### config.mk
export PLATFORM = sky130hd
export DESIGN_NAME = rf_write_sched
export DESIGN_NICKNAME = d
export VERILOG_FILES = /design/src/rtl/cpu_pkg.sv /design/src/rtl/rf_scoreboard.sv /design/src/rtl/rf_write_sched.sv
export SDC_FILE = /design/constraint.sdc
export NUM_CORES = 1
export LEC_CHECK = 0
export BUFFER_PORTS_ARGS = -buffer_cell sky130_fd_sc_hd__buf_2
export CORE_MARGIN = 4
export CORE_UTILIZATION = 50
export DETAILED_ROUTE_END_ITERATION = 6
export PLACE_DENSITY = 0.85
export SYNTH_ARGS = -nofsm -noshare
export SYNTH_HDL_FRONTEND = slang
export SYNTH_SLANG_ARGS = --single-unit
### constraint.sdc
create_clock -name clk -period 2.33 [get_ports clk]
set_clock_uncertainty 0.1 [all_clocks]
set_input_delay 0.233 -clock clk [delete_from_list [all_inputs] [get_ports clk]]
set_output_delay 0.233 -clock clk [all_outputs]
set_load 0.01 [all_outputs]
### src/rtl/cpu_pkg.sv
// Shared CPU-wide constants and types used by the register-file write scheduler.
package cpu_pkg;
    localparam int REG_ADDR_W         = 5;
    localparam int XLEN               = 32;
    localparam int STARVE_MAX_DEFAULT = 3;

    typedef enum logic [1:0] {
        GRANT_NONE,
        GRANT_WB,
        GRANT_BUF
    } grant_e;
endpackage

### src/rtl/rf_scoreboard.sv
// Pending-destination scoreboard for in-flight MDU ops; x0 is never pending.
module rf_scoreboard
    import cpu_pkg::*;
(
    input  logic                  clk,
    input  logic                  rstn,
    input  logic                  set_en,
    input  logic [REG_ADDR_W-1:0] set_addr,
    input  logic                  clr_en,
    input  logic [REG_ADDR_W-1:0] clr_addr,
    input  logic [REG_ADDR_W-1:0] lk_addr_a,
    input  logic [REG_ADDR_W-1:0] lk_addr_b,
    input  logic [REG_ADDR_W-1:0] lk_addr_c,
    output logic                  lk_hit_a,
    output logic                  lk_hit_b,
    output logic                  lk_hit_c
);
    logic [31:0] pending_q;
    logic [31:0] pending_d;

    // Set is applied after clear so a same-edge reissue of a register keeps it pending.
    always_comb begin
        pending_d = pending_q;
        for (int i = 1; i < 32; i++) begin
            if (clr_en && clr_addr == REG_ADDR_W'(i)) pending_d[i] = 1'b0;
            if (set_en && set_addr == REG_ADDR_W'(i)) pending_d[i] = 1'b1;
        end
        pending_d[0] = 1'b0;
    end

    always_ff @(posedge clk or negedge rstn) begin
        if (!rstn) pending_q <= '0;
        else       pending_q <= pending_d;
    end

    assign lk_hit_a = pending_q[lk_addr_a];
    assign lk_hit_b = pending_q[lk_addr_b];
    assign lk_hit_c = pending_q[lk_addr_c];
endmodule

### src/rtl/rf_write_sched.sv
// Arbitrates the single RF write port between the WB stage and a one-entry MDU
// result buffer, with bounded starvation of the buffer and a decode hazard check.
module rf_write_sched
    import cpu_pkg::*;
#(
    parameter int STARVE_MAX = STARVE_MAX_DEFAULT
) (
    input  logic                  clk,
    input  logic                  rstn,
    input  logic                  wb_valid,
    input  logic [REG_ADDR_W-1:0] wb_addr,
    input  logic [XLEN-1:0]       wb_data,
    output logic                  wb_stall,
    input  logic                  mdu_issue,
    input  logic [REG_ADDR_W-1:0] mdu_issue_rd,
    input  logic                  mdu_res_valid,
    input  logic [REG_ADDR_W-1:0] mdu_res_addr,
    input  logic [XLEN-1:0]       mdu_res_data,
    output logic                  mdu_res_ready,
    input  logic [REG_ADDR_W-1:0] id_rs1,
    input  logic [REG_ADDR_W-1:0] id_rs2,
    input  logic [REG_ADDR_W-1:0] id_rd,
    output logic                  id_stall,
    output logic                  rf_we,
    output logic [REG_ADDR_W-1:0] rf_waddr,
    output logic [XLEN-1:0]       rf_wdata
);
    localparam logic [1:0] STARVE_CNT_MAX = 2'(STARVE_MAX);

    logic                  buf_valid_q, buf_valid_d;
    logic [REG_ADDR_W-1:0] buf_addr_q,  buf_addr_d;
    logic [XLEN-1:0]       buf_data_q,  buf_data_d;
    logic [1:0]            starve_cnt_q, starve_cnt_d;
    grant_e                grant;
    logic                  hit_rs1, hit_rs2, hit_rd;

    always_comb begin
        grant = GRANT_NONE;
        if (buf_valid_q && (!wb_valid || starve_cnt_q == STARVE_CNT_MAX)) grant = GRANT_BUF;
        else if (wb_valid)                                                 grant = GRANT_WB;
    end

    // Write port follows the granted source; writes to x0 are suppressed.
    always_comb begin
        rf_we    = 1'b0;
        rf_waddr = wb_addr;
        rf_wdata = wb_data;
        if (grant == GRANT_BUF) begin
            rf_we    = (buf_addr_q != '0);
            rf_waddr = buf_addr_q;
            rf_wdata = buf_data_q;
        end else if (grant == GRANT_WB) begin
            rf_we = (wb_addr != '0);
        end
    end

    assign wb_stall      = wb_valid && (grant == GRANT_BUF);
    assign mdu_res_ready = !buf_valid_q;

    always_comb begin
        buf_valid_d  = buf_valid_q;
        buf_addr_d   = buf_addr_q;
        buf_data_d   = buf_data_q;
        starve_cnt_d = '0;
        if (grant == GRANT_BUF) begin
            buf_valid_d = 1'b0;
        end else if (buf_valid_q) begin
            // Buffer is occupied and not granted, so WB must have won this cycle.
            starve_cnt_d = (starve_cnt_q == STARVE_CNT_MAX) ? starve_cnt_q : starve_cnt_q + 2'd1;
        end else if (mdu_res_valid) begin
            buf_valid_d = 1'b1;
            buf_addr_d  = mdu_res_addr;
            buf_data_d  = mdu_res_data;
        end
    end

    always_ff @(posedge clk or negedge rstn) begin
        if (!rstn) begin
            buf_valid_q  <= 1'b0;
            buf_addr_q   <= '0;
            buf_data_q   <= '0;
            starve_cnt_q <= '0;
        end else begin
            buf_valid_q  <= buf_valid_d;
            buf_addr_q   <= buf_addr_d;
            buf_data_q   <= buf_data_d;
            starve_cnt_q <= starve_cnt_d;
        end
    end

    rf_scoreboard u_scoreboard (
        .clk       (clk),
        .rstn      (rstn),
        .set_en    (mdu_issue),
        .set_addr  (mdu_issue_rd),
        .clr_en    (grant == GRANT_BUF),
        .clr_addr  (buf_addr_q),
        .lk_addr_a (id_rs1),
        .lk_addr_b (id_rs2),
        .lk_addr_c (id_rd),
        .lk_hit_a  (hit_rs1),
        .lk_hit_b  (hit_rs2),
        .lk_hit_c  (hit_rd)
    );

    assign id_stall = hit_rs1 | hit_rs2 | hit_rd;
endmodule

==> out/results.ini <==
[clock_tree]
htree_levels=3
numClockSinks=71
cts_tree=yes
numCtsBuffers=9
cts_buffer_depth=2
cts-root-buf=clkbuf_8
clk_pin_slew_ps=70
clk_latency_ps=340

[pwr]
p_leak_nw=2.50
p_total_mw=4.38
powerDensity_mw_per_mm2=842
peakVddDrop_uv=586

[worst_setup_path]
critPathLaunchType=flip-flop
rrSetupSlack_ps=320
reg2reg_depth=7
arrival_ps=2120
path_buf_inv=1
cp_max_fo=4
crit_cells=6
criticalPathCategory=flip-flop to output port
timing.rr.end=u_scoreboard.pending_q[1]
crit_family=compound AO/OA/AOI/OAI gates
cpPeakStageDelay_ps=490
rr_startpoint=starve_cnt_q[0]
slowest_stage=mux4_2
cp-end-kind=output port
crit_chain=mux4_2, a22o_1, a31oi_1, o2111a_1, nand3_1, buf_2
required_ps=2000

[yosys]
postSynthCellCount=426
ys_top_cells_by_area=dfrtp_1 (43%), mux2_2 (12%), nand2_1 (11%)
yosys_warnings=0
yosysTopAreaCell=dfrtp_1
syn_avg_cell_area_um2=9.77
synth_edf_count=0
synth_cell_types=44
yosysTopAreaCellShare=0.427
ys_ff_latch=71
yosysSeqAreaShare=0.427
ys_async_sr_fraction=1.00
synthFlopType=dfrtp_1
syn_area_mm2=0.00416
synth_nets=526

[min_path]
min_delay_path_depth=2
hold_start=mdu_res_addr[2]
hold-path-endpoint=buf_addr_q[2]
hold_class=input port to flip-flop

[timing]
worst_pin_slew_ps=481
setup_viol_count_final=1
fmax_mhz=408
setup-tns-final_ps=-119
hold_viol=0
rsz0062_at_grt=true
fin_crit_ps=2450
finalCritPeriodShare=1.05
setup_ws_ps=-119
slew_violations=0
max_slew_margin=0.671

[layout]
drive_gt1_frac=0.396
syn2layout_area_growth_pct=25.0
finalInstanceArea_mm2=0.00521
diodes=0
num-nets-final=664
utilization=0.637

[route]
first_pass_iters=5
via_per_inst=5.80
drtIter0Drc=265
num_vias=3901
antenna_violating_nets_post_route=0
drcViolationCount=0
wirelength_mm=12.1
drt-wirelength-per-cell_um=18.1

[status]
violations=negative setup slack
status=finished with violations

[grt]
grt_max_degree=42
grt_overflow=0
grt_pass1_vias=3949
grtUsageTotal=0.251
antenna_found_initial=0
grt_pass1_wl_mm=19.7

[place]
gp_congestion=0.970
hpwl_mm=9.16
place_worst_setup_slack_ps=191
postPlaceCellArea_mm2=0.00494
port_buffers=139

[job]
maxCapViolCount=0

[floorplanning]
rows=33
die_h_um=99.3
io-pin-count=140
coreArea_mm2=0.00818
die_w_um=99.3
dieArea_mm2=0.00985
start_util=0.509

-- power breakdown --
part	leakage (nW)	total (mW)	internal [mW]	switching [mW]
clock	0.109	1.06	0.623	0.441
sequential	0.837	1.95	1.59	0.366
combinational	1.55	1.37	0.734	0.631
total	2.50	4.38	2.95	1.44
-- cell type report --
cell class / instances / area (um^2)
clock inverter: 4 / 70.1
fill: 665 / 2970
inverter: 5 / 18.8
multi-input combinational: 327 / 2260
tap: 105 / 131
sequential: 71 / 1780
timing repair buffer: 150 / 810
clock buffer: 11 / 141
-- layer usage --
metal / vias to the layer above / part of all wire / global-route usage
met4: 0 / 0.019 / 0.0630
met1: 1867 / 0.39 / 0.314
met5: - / 0 / 0
li1: 1792 / - / -
met2: 215 / 0.49 / 0.427
met3: 27 / 0.11 / 0.0750
-- Yosys cell counts (2+ instances only) --
| cell | count |
|---|---|
| dfrtp_1 | 71 |
| or3_1 | 4 |
| mux2_2 | 44 |
| nand2_1 | 123 |
| a2111oi_0 | 2 |
| buf_4 | 2 |
| clkbuf_1 | 7 |
| nor2b_1 | 9 |
| nand4b_1 | 2 |
| nand3_1 | 9 |
| a221oi_1 | 2 |
| nor3b_1 | 2 |
| nand4_1 | 3 |
| o21ai_0 | 64 |
| buf_6 | 4 |
| inv_1 | 5 |
| mux4_1 | 8 |
| buf_1 | 2 |
| mux2i_1 | 6 |
| buf_2 | 8 |
| or2_2 | 2 |
| nor2_1 | 8 |
| and3_1 | 2 |
| mux4_2 | 9 |
| nand2b_1 | 9 |
-- what timing repair did --
action / CTS / global route
pin swaps: 1 / 2
endpoints found under the setup margin: 1 / 28
setup buffers: 3 / 0
hold endpoints to repair: 19 / 0
hold buffers: 1 / 0
gates resized for setup: 0 / 5
-- kinds of logic after synthesis --
| family | synth area share |
|---|---|
| and+or+nand+nor | 0.191 |
| DFF | 0.427 |
| buffers and inverters | 0.0367 |
| AOI/OAI and AO/OA | 0.110 |
| muxes | 0.233 |
| adders and majority gates | 0.00300 |
-- layout by cell type (no fill, tap or decap), types with 2 or more instances in the layout --
master     Yosys  layout
dfrtp_1       71      71
bufinv_16      0       2
nand3_1        9       9
buf_2          8     139
mux2i_1        6       6
nand2b_1       9       9
or2_2          2       2
and3_1         2       2
nand2_1      123     123
buf_4          2       7
or3_1          4       3
nand4_1        3       3
a221oi_1       2       2
buf_12         0       2
mux2_2        44      44
o21ai_1        1       2
clkbuf_8       0      10
nand4b_1       2       2
a2111oi_0      2       2
nor3b_1        2       2
nor2b_1        9       7
mux4_2         9       9
clkinv_2       0       2
inv_1          5       5
o21ai_0       64      63
nor2_1         8       7
mux4_1         8       8
-- worst max path at each step --
stage / startpoint / to / slack [ps]
after global routing: u_scoreboard.pending_q[16] / id_stall / -140
after global placement: id_rd[2] / id_stall / 220
after detailed placement: id_rs1[0] / id_stall / 190
after CTS: u_scoreboard.pending_q[16] / id_stall / -110
after floorplan: starve_cnt_q[0] / rf_wdata[0] / 430
final: u_scoreboard.pending_q[16] / id_stall / -120
-- worst reg2reg max path, stage by stage (launching register included) --
cell      delay (ps)
dfrtp_1          350
ha_1             180
nor2b_2           70
nand2b_1         190
buf_6            200
or3_1            440
o21ai_0          190
o21ai_0          140
-- per-stage QoR --
stage,hold slack (ps),cells
final,18.4,673
after global routing,9.19,673
after floorplan,-163,426
after detailed placement,107,654
after CTS,7.53,673
after global placement,101,654
-- sequential cells by signal (all words and copies together) (netlist names) --
register,flops
buf_data_q,32
u_scoreboard.pending_q,31
buf_addr_q,5
starve_cnt_q,2
buf_valid_q,1
No activity file was read; power rests on OpenSTA's default activity.
